File: src/rtl/instr_fetch_unit.sv
// Instruction fetch unit: owns the PC, fetches over a req/ready handshake and
// holds the word in an instruction register until the control unit acks it.
//
// state | meaning
// FETCH | request outstanding at pc, waiting for imem_ready
// VALID | instr/pc hold an unconsumed instruction, waiting for instr_ack
// HALT  | misaligned redirect taken, parked until reset
module instr_fetch_unit #(
    parameter int              XLEN     = 32,
    parameter logic [XLEN-1:0] RESET_PC = '0
) (
    input  logic            clk,
    input  logic            reset,
    output logic            imem_req,
    output logic [XLEN-1:0] imem_addr,
    input  logic            imem_ready,
    input  logic [31:0]     imem_rdata,
    output logic [31:0]     instr,
    output logic [6:0]      Opcode,
    output logic [2:0]      funct3,
    output logic            funct7,
    output logic [XLEN-1:0] pc,
    output logic [XLEN-1:0] pc_plus4,
    output logic            instr_valid,
    input  logic            instr_ack,
    input  logic            PCSrc,
    input  logic [XLEN-1:0] PCTarget,
    output logic            misaligned,
    output logic [31:0]     instret
);

    typedef enum logic [1:0] {
        FETCH = 2'd0,
        VALID = 2'd1,
        HALT  = 2'd2
    } state_t;

    localparam logic [31:0] NOP = 32'h0000_0013;

    state_t state;
    logic   req_q;

    always_ff @(posedge clk) begin
        if (reset) begin
            state       <= FETCH;
            pc          <= RESET_PC;
            instr       <= NOP;
            instr_valid <= 1'b0;
            req_q       <= 1'b1;
            misaligned  <= 1'b0;
            instret     <= '0;
        end else begin
            case (state)
                FETCH: begin
                    if (imem_ready) begin
                        instr       <= imem_rdata;
                        state       <= VALID;
                        req_q       <= 1'b0;
                        instr_valid <= 1'b1;
                    end
                end
                VALID: begin
                    if (instr_ack) begin
                        instret     <= instret + 32'd1;
                        instr_valid <= 1'b0;
                        pc          <= PCSrc ? PCTarget : pc_plus4;
                        // A misaligned target is still loaded so it can be inspected
                        if (PCSrc && (PCTarget[1:0] != 2'b00)) begin
                            state      <= HALT;
                            req_q      <= 1'b0;
                            misaligned <= 1'b1;
                        end else begin
                            state <= FETCH;
                            req_q <= 1'b1;
                        end
                    end
                end
                HALT: begin
                    req_q       <= 1'b0;
                    instr_valid <= 1'b0;
                end
                default: begin
                    state       <= HALT;
                    req_q       <= 1'b0;
                    instr_valid <= 1'b0;
                end
            endcase
        end
    end

    // Request drops immediately while reset is held, not one edge later
    assign imem_req  = req_q & ~reset;
    assign imem_addr = pc;
    assign pc_plus4  = pc + XLEN'(4);
    assign Opcode    = instr[6:0];
    assign funct3    = instr[14:12];
    assign funct7    = instr[30];

endmodule

File: config.mk
export PLATFORM = sky130hd
export DESIGN_NAME = instr_fetch_unit
export DESIGN_NICKNAME = d
export VERILOG_FILES = /design/src/rtl/instr_fetch_unit.sv
export SDC_FILE = /design/constraint.sdc
export NUM_CORES = 1
export LEC_CHECK = 0
export BUFFER_PORTS_ARGS = -buffer_cell sky130_fd_sc_hd__buf_4
export CAP_MARGIN = 40
export CELL_PAD_IN_SITES_DETAIL_PLACEMENT = 0
export CELL_PAD_IN_SITES_GLOBAL_PLACEMENT = 1
export CORE_MARGIN = 4
export CORE_UTILIZATION = 37
export CTS_CLUSTER_DIAMETER = 80
export DETAILED_ROUTE_END_ITERATION = 6
export PLACE_DENSITY = 0.95
export SYNTH_ARGS = -nofsm -noshare
export SYNTH_HDL_FRONTEND = slang
export SYNTH_SLANG_ARGS = --single-unit
File: constraint.sdc
create_clock -name clk -period 4.3 [get_ports clk]
set_clock_uncertainty 0.1 [all_clocks]
set_input_delay 0.43 -clock clk [delete_from_list [all_inputs] [get_ports clk]]
set_output_delay 0.43 -clock clk [all_outputs]
set_load 0.01 [all_outputs]
# Yosys cells after proc, flatten, opt, wreduce, memory -nomap -nowiden
# Index checks and enable logic that the tools add are counted.
[word_totals]
reg_bits = 101
latchBits = 0
ram_bits = 0
romBits = 0
inputBits = 69
output_inout_bits = 174
memories = 0
[op_classes]
add_sub_neg = 2
n_mul = 0
div = 0
n_lt_le_gt_ge = 0
n_eq_ne = 4
n_shift = 0
mux = 12
bitwise_logic = 3
n_reduce_logical = 8
[op_table]
columns = ["operator", "n"]
rows = [
  ["adder 32 x 1 -> 32 bit, second input constant", 1],
  ["adder 32 x 3 -> 32 bit, second input constant", 1],
  ["two-way mux 32 bit", 1],
  ["two-way mux 2 bit", 3],
  ["case mux 2 bit (3 select lines)", 1],
  ["AND reduction 2 bit", 3],
  ["AND reduction 3 bit", 2],
  ["two-way mux 1 bit", 5],
  ["!= test 2 bit, second input constant", 2],
  ["case mux 1 bit (2 select lines)", 2],
  ["== test 2 x 1 -> 1 bit, second input constant", 1],
  ["== test 2 bit, second input constant", 1],
  ["zero test 2 bit", 1],
  ["inverter 1 bit", 2],
  ["nonzero test 2 bit", 1],
  ["bitwise AND 1 bit", 1],
  ["logical AND 1 bit", 1],
]

# Longest topological paths before layout
# Gate-level depths: netlist of run 1.
[depth]
word_depth = 5
mapped_depth = 7
mapped_depth_nobuf = 5

# Worst setup path before layout of run 1
# OpenSTA, ideal clock, no wires.
[synth_timing]
kind = "reg-to-output"
start = "reg pc[2] (netlist: imem_addr[2])"
end = "out pc_plus4[24]"
arrival_time_ns = 1.963
path_slack_ns = 1.807
stages_incl_launch_ff = 7
n_path_buf = 1
path_cell_list = "dfxtp_1 ha_1 nand3_2 or3_1 buf_6 or3_4 xnor2_1"
[synth_via]
elab_chain_len = 1
[synth_rtl]
columns = ["item", "line", "rtl"]
rows = [
  ["from (decl)", "22", "output logic [XLEN-1:0] pc,"],
  ["from (signal assigned)", "66", "pc <= PCSrc ? PCTarget : pc_plus4;"],
  ["adder 32 x 3 -> 32 bit", "94", "assign pc_plus4 = pc + XLEN'(4);"],
  ["to (decl)", "23", "output logic [XLEN-1:0] pc_plus4,"],
]
# Every way passes these cells.

# Final worst setup path of run 1
[layout_timing]
start = "reg pc[5] (netlist: imem_addr[5])"
end = "out pc_plus4[31]"
# Same word-level chain as after synthesis.

==> results of run 1 <==
-- cell usage after synthesis (7+ instances only) --
| library cell | number | area share, % |
|---|---|---|
| and3_1 | 17 | 1.8 |
| a21oi_1 | 61 | 5.3 |
| buf_4 | 45 | 5.8 |
| nor2_1 | 39 | 2.5 |
| inv_1 | 14 | 0.91 |
| nand3_1 | 39 | 3.4 |
| nand4_1 | 18 | 1.9 |
| o41ai_1 | 7 | 1.1 |
| o31ai_1 | 12 | 1.6 |
| nor2b_1 | 8 | 0.87 |
| nor3_1 | 21 | 1.8 |
| and4_1 | 10 | 1.5 |
| o311ai_0 | 11 | 1.7 |
| or4_1 | 9 | 1.2 |
| buf_2 | 15 | 1.3 |
| xor2_1 | 14 | 2.1 |
| a31oi_1 | 7 | 0.76 |
| dfxtp_1 | 101 | 35 |
| o21ai_0 | 14 | 1.2 |
| xnor2_1 | 22 | 3.3 |
| nand2_1 | 116 | 7.5 |
| mux2_2 | 7 | 1.4 |
| nor4_1 | 15 | 1.6 |
| clkbuf_1 | 43 | 2.8 |
| or2_2 | 8 | 0.87 |
-- kinds of logic (layout without fill, tap and decap cells) --
kind of cell    Yosys count  in the layout
simple gates            322            322
compound gates          151            151
buf+inv                 122            281
flops                   101            101
xor+xnor                 36             36
mux                      12             12
fa+ha+maj                 2              2
-- worst paths after layout --
path	slack, ns	cells past startpoint	to	startpoint
worst max-delay path	0.92	5	pc_plus4[31]	imem_addr[5]
worst min-delay path	0.20	3	instr[0]	imem_rdata[0]
worst max register to register	1.57	4	imem_addr[31]	imem_addr[5]
worst min register to register	0.36	2	instr[29]	instr[29]
-- critical path: stages, from the launching register on --
cell,delay [ns]
dfxtp_1,0.54
nand4_1,0.46
nor4_1,0.92
nand3_1,0.23
xnor2_1,0.20
buf_4,0.14
-- per-stage QoR --
stage | hold WS [ns] | setup slack, ns
CTS | 0.181 | 0.966
global placement | 0.343 | 1.41
finish | 0.199 | 0.916
global route | 0.182 | 0.688
detailed placement | 0.348 | 1.39
floorplan | 0.381 | 1.81
-- per-layer routing --
| layer | global-route usage, % | vias to the layer above | share of wire, % |
|---|---|---|---|
| li1 | - | 2945 | - |
| met1 | 25.5 | 2788 | 43 |
| met2 | 34.2 | 204 | 50 |
| met3 | 5.70 | 10 | 6.7 |
| met4 | 3.58 | 0 | 0.74 |
| met5 | 0 | - | 0 |
-- state kept, by name, summed over array words and instances (netlist names) --
signal and count:
imem_addr 32, instr 32, instr_valid 1, instret 32, misaligned 1, req_q 1
state 2
-- power groups by stage --
| stage | sequential [mW] | combinational, mW | clock, mW |
|---|---|---|---|
| 5_1_grt | 1.03 | 0.398 | 0.921 |
| 2_1_floorplan | 1.04 | 0.195 | 0 |
| 6_report | 1.02 | 0.368 | 0.857 |
| 4_1_cts | 1.02 | 0.371 | 0.881 |
| 3_5_place_dp | 1.04 | 0.370 | 0 |
| 3_3_place_gp | 1.04 | 0.366 | 0 |
-- area by class of cell --
| type | count | area share [%] |
|---|---|---|
| Clock buffer | 9 | 2.95 |
| Sequential cell | 101 | 26.5 |
| Inverter | 14 | 0.688 |
| Clock inverter | 7 | 1.06 |
| Multi-Input combinational cell | 523 | 40.6 |
| Tap cell | 211 | 3.46 |
| Timing Repair Buffer | 251 | 24.7 |
==> metrics.txt, run 1 <==
Int Pwr 1.62 mW; Async S/R FF share, synth 0%; Worst-path clk slew 0.08 ns; hpwl dp 13.1 mm; Clock Power Share 38.1%; Routed WL per cell 16.7 µm; Synth Net Count 817; critical path capture point type output pin; top_reg_cell synth dfxtp_1; Max Cap Viol 0; Finished Cell Area 7640 µm²; postcts setup bufs 0; RSZ-0062 raised after global routing false; Vias/cell 5.33; IO Count 243; final hold violation count 0; Rows 45; post-synthesis adder-cell area fraction 0.433%; WP data arrival 2.85 ns; Synth Register Bits 101; final count of pins violating max slew 0; Gates resized, CTS repair 0; RePlAce Congestion 0.797; Cell Pwr Density 294 nW/µm²; Sequential Area 2020 µm²; Worst-Skew Late Latency 0.36 ns; post-synthesis mux area share 2.23%; Crit Path Max Fanout 12; Post-Route Utilization 50.1%; status finished clean; Overflow after GRT 0; n_diodes 0; first-pass GRT wire length 29.2 mm; commonest non-fill, non-tap cell in the layout buf_4; Peak VDD IR 0.000251 V; non-filler instance count after layout 1,116; clk buf depth 2; die area 17,700 µm²; sw frac 28.1%; CORE AREA 15,300 µm²; Antenna Nets Post-Route 0; Synthesis Warnings 0; Post-Synth Simple-Gate Area 28.1%; pin count of the biggest net entering global routing 74; Synth Area per Inst 7.74 µm²; CP required 3.77 ns; Initial Utilization 37.9%; number of buffers created by CTS 9; most frequent cells in the layout buf_4 (249), nand2_1 (116), dfxtp_1 (101); Comb power frac 16.4%; DRT iter0 DRCs 424; post-synthesis xor/xnor area fraction 5.46%; CP Launch Type flop; CTS Hold Buffers Added 0; fin nets 971; gr usage total 20.1%; Setup CP Type flop to output pin; Least-Margin Pin Slew 0.913 ns; CTS tree built; Leak 3.17 nW; die width 133 µm; sequential share of power 45.5%; sequential fraction of the synthesis area 35.0%; period utilisation layout 78.7%; Clock Tree Root clkbuf_16; main combinational cell family by area after synthesis simple AND/OR/NAND/NOR gates; Post-synth EDFFs 0; fill count 1,470; initial antenna violation count 0; post-synthesis compound-gate area fraction 17.5%; htree depth 3; Gate Count Post-Synth 746; Netlist cell types 63; Psw 632 µW; via count 5,947; maximum clock rate 296 MHz; area delta synth->final 32.3%; Residual DRC 0; total power 2.25 mW; I/O Buffers 242; detailed-route wire length 18.7 mm; Post-Syn Area 5780 µm²; HP Class primary input to flop; DR pass1 iterations 4; Slew HR 38.6%; layout cell share with drive strength beyond 1 32.2%; min Tclk post-route 3.38 ns; vias in the first global route 5,381; die height 133 µm; final setup vio count 0; Post-DP Area 7330 µm²; Sink Count 101; placed insts 1,100; area used by multi-input combinational logic 3100 µm²; Setup TNS 0 ns
No activity file was read; power rests on OpenSTA's default activity.
==> run 2, diff against run 1 <==
CORE_UTILIZATION = 31   (was 37)
PLACE_DENSITY = 0.9   (was 0.95)
clock period = 2.9 ns   (was 4.3 ns; I/O delays follow)
==> run 2 against run 1 <==
Net effect:
- first-iteration DRC count is 18% lower
- clock power is 45% higher
- total power is 47% higher
- critical endpoint is now pc_plus4[24]
- register-to-register slack worse by 0.98 ns
- sequential power is 48% higher
- non-clock buffer count is 14 higher
- largest power group unchanged
- combinational power is 51% higher
- cell count is 2.9% higher
==> metrics.txt, run 2 (same netlist as run 1, synthesis figures left out) <==
status finished clean; fill count 1,851 (+26%); Crit Path Max Fanout 10 (-2); Worst-Skew Late Latency 0.35 ns (about the same); htree depth 3 (unchanged); CTS Hold Buffers Added 0 (unchanged); Gates resized, CTS repair 1 (+1); postcts setup bufs 0 (unchanged); final hold violation count 0 (unchanged); layout cell share with drive strength beyond 1 33.3% (+1.1 points); min Tclk post-route 2.74 ns; RSZ-0062 raised after global routing false; die width 144 µm (+8.7%); initial antenna violation count 1 (+1); Sequential Area 2020 µm² (about the same); DRT iter0 DRCs 349 (-18%); Setup TNS 0 ns (unchanged); worst r2r src instret[0]; first-pass GRT wire length 29.5 mm (+1.2%); Post-Route Utilization 42.7% (-7.3 points); maximum clock rate 365 MHz; Worst Hold Launch imem_rdata[0]; gr usage total 17.5% (-2.6 points); Finished Cell Area 7750 µm² (+1.5%); fin nets 985 (+1.4%); RePlAce Congestion 0.879 (+10%); hpwl dp 13.9 mm (+5.8%); HP Class primary input to flop; CP Launch Type flop; Vias/cell 5.22 (-2.0%); Setup CP Type flop to output pin; vias in the first global route 5,503 (+2.3%); n_diodes 0 (unchanged); WHS Endpoint instr[0]; Clock Tree Root clkbuf_16; Overflow after GRT 0 (unchanged); Max Cap Viol 0 (unchanged); Slew HR 43.6% (+5.1 points); Sink Count 101 (unchanged); period utilisation layout 94.4%; Initial Utilization 31.8% (-6.0 points); Residual DRC 0 (unchanged); Antenna Nets Post-Route 0 (unchanged); dpl ws 0.282 ns (-1.10 ns); RR Endpoint instret[28]; final setup vio count 0 (unchanged); Fin Hold WS 0.0528 ns (-0.146 ns); die height 144 µm (+8.7%); detailed-route wire length 19.2 mm (+3.1%); Leak 3.24 nW (+2.3%); via count 5,998 (+0.86%); WP data arrival 2.35 ns (-0.50 ns); most frequent cells in the layout buf_4 (265), nand2_1 (116), dfxtp_1 (100); hold path depth 3 (unchanged); CTS tree built; area delta synth->final 34.3%; Least-Margin Pin Slew 0.845 ns (-0.0683 ns); CP required 2.51 ns (-1.26 ns); Cell Pwr Density 426 nW/µm² (+45%); CORE AREA 18,100 µm² (+19%); setup ws final 0.163 ns (-0.753 ns); DR pass1 iterations 5 (+1); commonest non-fill, non-tap cell in the layout buf_4; pin count of the biggest net entering global routing 54 (-27%); I/O Buffers 242 (unchanged); die area 20,900 µm² (+18%); Routed WL per cell 16.8 µm (+0.23%); Worst-path clk slew 0.07 ns (about the same); Peak VDD IR 0.000267 V (+6.1%); clk buf depth 2 (unchanged); critical path capture point type output pin; R2R depth 5 (+1); Rows 49 (+8.9%); IO Count 243 (unchanged); number of buffers created by CTS 9 (unchanged); final count of pins violating max slew 0 (unchanged); area used by multi-input combinational logic 3110 µm² (+0.24%); Post-DP Area 7450 µm² (+1.7%); setup slack, reg-to-reg 0.59 ns (-0.98 ns)
## run 2: changes by cell type in the layout (fill, tap and decap cells not counted), sizes merged
cell,delta
clkbuf,+2
clkinvlp,-3
buf,+14
clkinv,+2
inv,-1
## run 2: worst max-delay path by stage
stage                            start           end  slack (ns)  cells past startpoint
final                     imem_addr[3]  pc_plus4[24]        0.16                      6
after detailed placement  imem_addr[2]  pc_plus4[24]        0.28                      6
after global routing      imem_addr[3]  pc_plus4[24]        0.04                      6
after floorplan           imem_addr[2]  pc_plus4[24]        0.55                      6
after CTS                 imem_addr[2]  pc_plus4[24]        0.04                      6
after global placement    imem_addr[2]  pc_plus4[24]        0.36                      6
## run 2: through the flow
step                      power (mW)  instances
final                           3.31       1148
after global routing            3.44       1148
after CTS                       3.34       1148
after detailed placement        2.10       1132
after global placement          2.10       1132
after floorplan                 1.84        746
## run 2: power by group
part	switching [mW]	total, mW	internal (mW)
sequential	0.0681	1.51	1.44
combinational	0.281	0.554	0.273
clock	0.564	1.24	0.675
total	0.913	3.31	2.39
## run 2: worst max-delay path: stages, from the launching register on
cell and delay [ns]:
dfxtp_1 0.41, ha_2 0.30, nand3_2 0.14, or3_4 0.47, or3_4 0.40, xnor2_1 0.13
buf_4 0.15
## run 2: final cells by class
class	count	share of cell area (%)
multi-input cells	523	40.1
flip-flops and latches	101	26.1
repair buffers	265	25.7
well taps	229	3.70
clock buffers	11	3.00
clock inverters	5	0.742
inverters	14	0.678
## run 2: metal layers
layer / GRT usage, % / share of wire, % / up-vias
li1: - / - / 2960
met5: 0 / 0.068 / -
met2: 28.4 / 48 / 182
met3: 3.77 / 6.6 / 32
met1: 22.8 / 43 / 2822
met4: 6.53 / 2.6 / 2
==> run 3, diff against run 2 <==
GPL_TIMING_DRIVEN = 0   (was not set)
==> run 3 against run 2 <==
Net effect:
- die area unchanged
- sequential share of layout area is 1.5 points lower
- global-route usage rose by 2.7 points
- sequential power about the same
- critical path type unchanged
- highest routed layer is now met4
==> metrics.txt, run 3 (same netlist as run 1, synthesis figures left out) <==
status finished clean; vias in the first global route 5,945 (+8.0%); Leak 3.55 nW (+9.3%); Cell Pwr Density 405 nW/µm² (-5.1%); Vias/cell 5.26 (+0.61%); Max Cap Viol 0 (unchanged); DR pass1 iterations 5 (unchanged); routed length on met2 10.6 mm (+16%); die area 20,900 µm² (unchanged); Finished Cell Area 8250 µm² (+6.5%); CTS tree built; final hold violation count 0 (unchanged); Residual DRC 0 (unchanged); die width 144 µm (unchanged); CP delay by family, top simple AND/OR/NAND/NOR gates; crit path buf inv count 2 (+1); final setup vio count 0 (unchanged); initial antenna violation count 0 (-1); WP data arrival 2.48 ns (+0.13 ns); met3 WL 1.80 mm (+43%); die height 144 µm (unchanged); placed insts 1,217 (+7.5%); CP max stage cell dfxtp_1; Worst-Skew Late Latency 0.35 ns (about the same); IO Count 243 (unchanged); Metal-1 WL 9.21 mm (+11%); n_diodes 0 (unchanged); maximum clock rate 349 MHz (-4.5%); setup slack, reg-to-reg 0.46 ns (-0.13 ns); min Tclk post-route 2.87 ns (+0.129 ns); period utilisation layout 98.8% (+4.5 points); Slew HR 52.4% (+8.8 points); Post-DP Area 7880 µm² (+5.7%); area delta synth->final 42.9%; Sink Count 101 (unchanged); Overflow after GRT 0 (unchanged); Worst-path clk slew 0.08 ns (about the same); commonest non-fill, non-tap cell in the layout buf_4; Post-Route Utilization 45.5% (+2.8 points); hold path depth 3 (unchanged); Setup CP Type flop to output pin; Top Metal Used met4; htree depth 3 (unchanged); gr usage total 20.2% (+2.7 points); hpwl dp 16.7 mm (+20%); Fin Hold WS 0.0464 ns (-0.00638 ns); critical path capture point type output pin; R2R depth 6 (+1); RePlAce Congestion 0.902 (+2.6%); via count 6,492 (+8.2%); Setup TNS 0 ns (unchanged); non-filler instance count after layout 1,235 (+7.6%); Crit path largest cell delay 0.52 ns (+0.05 ns); HP Class primary input to flop; CP Launch Type flop; Clock Tree Root clkbuf_16; final count of pins violating max slew 0 (unchanged); number of buffers created by CTS 9 (unchanged); first-pass GRT wire length 33.1 mm (+12%); detailed-route wire length 22.2 mm (+15%); fin nets 1,072 (+8.8%); layout cell share with drive strength beyond 1 35.1% (+1.8 points); Crit path depth 6 (unchanged); crit path cell chain nand4_1, or3_1, buf_6, or3_4, xnor2_1, buf_4; CTS Hold Buffers Added 0 (unchanged); CORE AREA 18,100 µm² (unchanged); Least-Margin Pin Slew 0.714 ns (-0.131 ns); Rows 49 (unchanged); Antenna Nets Post-Route 0 (unchanged); Routed WL per cell 17.9 µm (+7.0%); pin count of the biggest net entering global routing 18 (-67%); CP required 2.51 ns (about the same); most frequent cells in the layout buf_4 (290), nand2_1 (116), dfxtp_1 (97); DRT iter0 DRCs 478 (+37%); clk buf depth 2 (unchanged); Initial Utilization 31.8% (unchanged); Peak VDD IR 0.000250 V (-6.4%); I/O Buffers 241 (-0.41%); Crit Path Max Fanout 10 (unchanged)
-- run 3: cell count changes in the layout (fill, tap and decap cells not counted), sizes merged --
cell	previous run	this run
clkinv	2	4
bufinv	1	0
clkbuf	11	55
buf	265	307
-- run 3: path summary, 6_finish.rpt --
path	start	to
max	imem_addr[6]	pc_plus4[24]
min reg2reg	instr[26]	instr[26]
max reg2reg	state[1]	instret[11]
min	imem_rdata[1]	instr[1]
-- run 3: area by class of cell --
| class | instances | area (µm²) |
|---|---|---|
| plain buffers | 108 | 611 |
| clock buffers | 10 | 239 |
| clock inverters | 6 | 45.0 |
| fillers | 1875 | 9890 |
| inverters | 14 | 52.6 |
| multi-input cells | 523 | 3160 |
| flip-flops and latches | 101 | 2030 |
| well taps | 229 | 287 |
| repair buffers | 244 | 1830 |
-- run 3: stage by stage --
step / total power, mW / setup WS, ns
after floorplan: 1.84 / 0.547
after global placement: 2.17 / 0.107
after detailed placement: 2.17 / 0.156
after CTS: 3.36 / 0.0235
after global routing: 3.48 / -0.0160
final: 3.34 / 0.0338
-- run 3: where the power goes --
part           leakage (nW)  switching, mW  total [mW]  internal (mW)
Clock                 0.143          0.583        1.20          0.614
Combinational          2.58          0.325       0.638          0.313
Sequential            0.824         0.0619        1.51           1.44
Total                  3.55          0.970        3.34           2.37
-- run 3: worst reg2reg max path, cell delays in order (launching register included) --
cell      delay [ns]
dfxtp_1         0.46
nand3b_1        0.27
clkbuf_1        0.54
clkbuf_1        0.60
nor2_1          0.16
nand3_1         0.13
a21oi_1         0.07
-- run 3: timing repair --
item | in CTS | in global routing
setup endpoints to repair | 10 | 7
setup buffers | 1 | 1
pin swaps | 1 | 0
gates resized for setup | 9 | 10
-- run 3: metal layers --
layer	vias to the layer above	global-route usage (%)
li1	3143	-
met4	0	7.02
met1	2990	26.8
met3	35	3.67
met5	-	0
met2	324	33.0
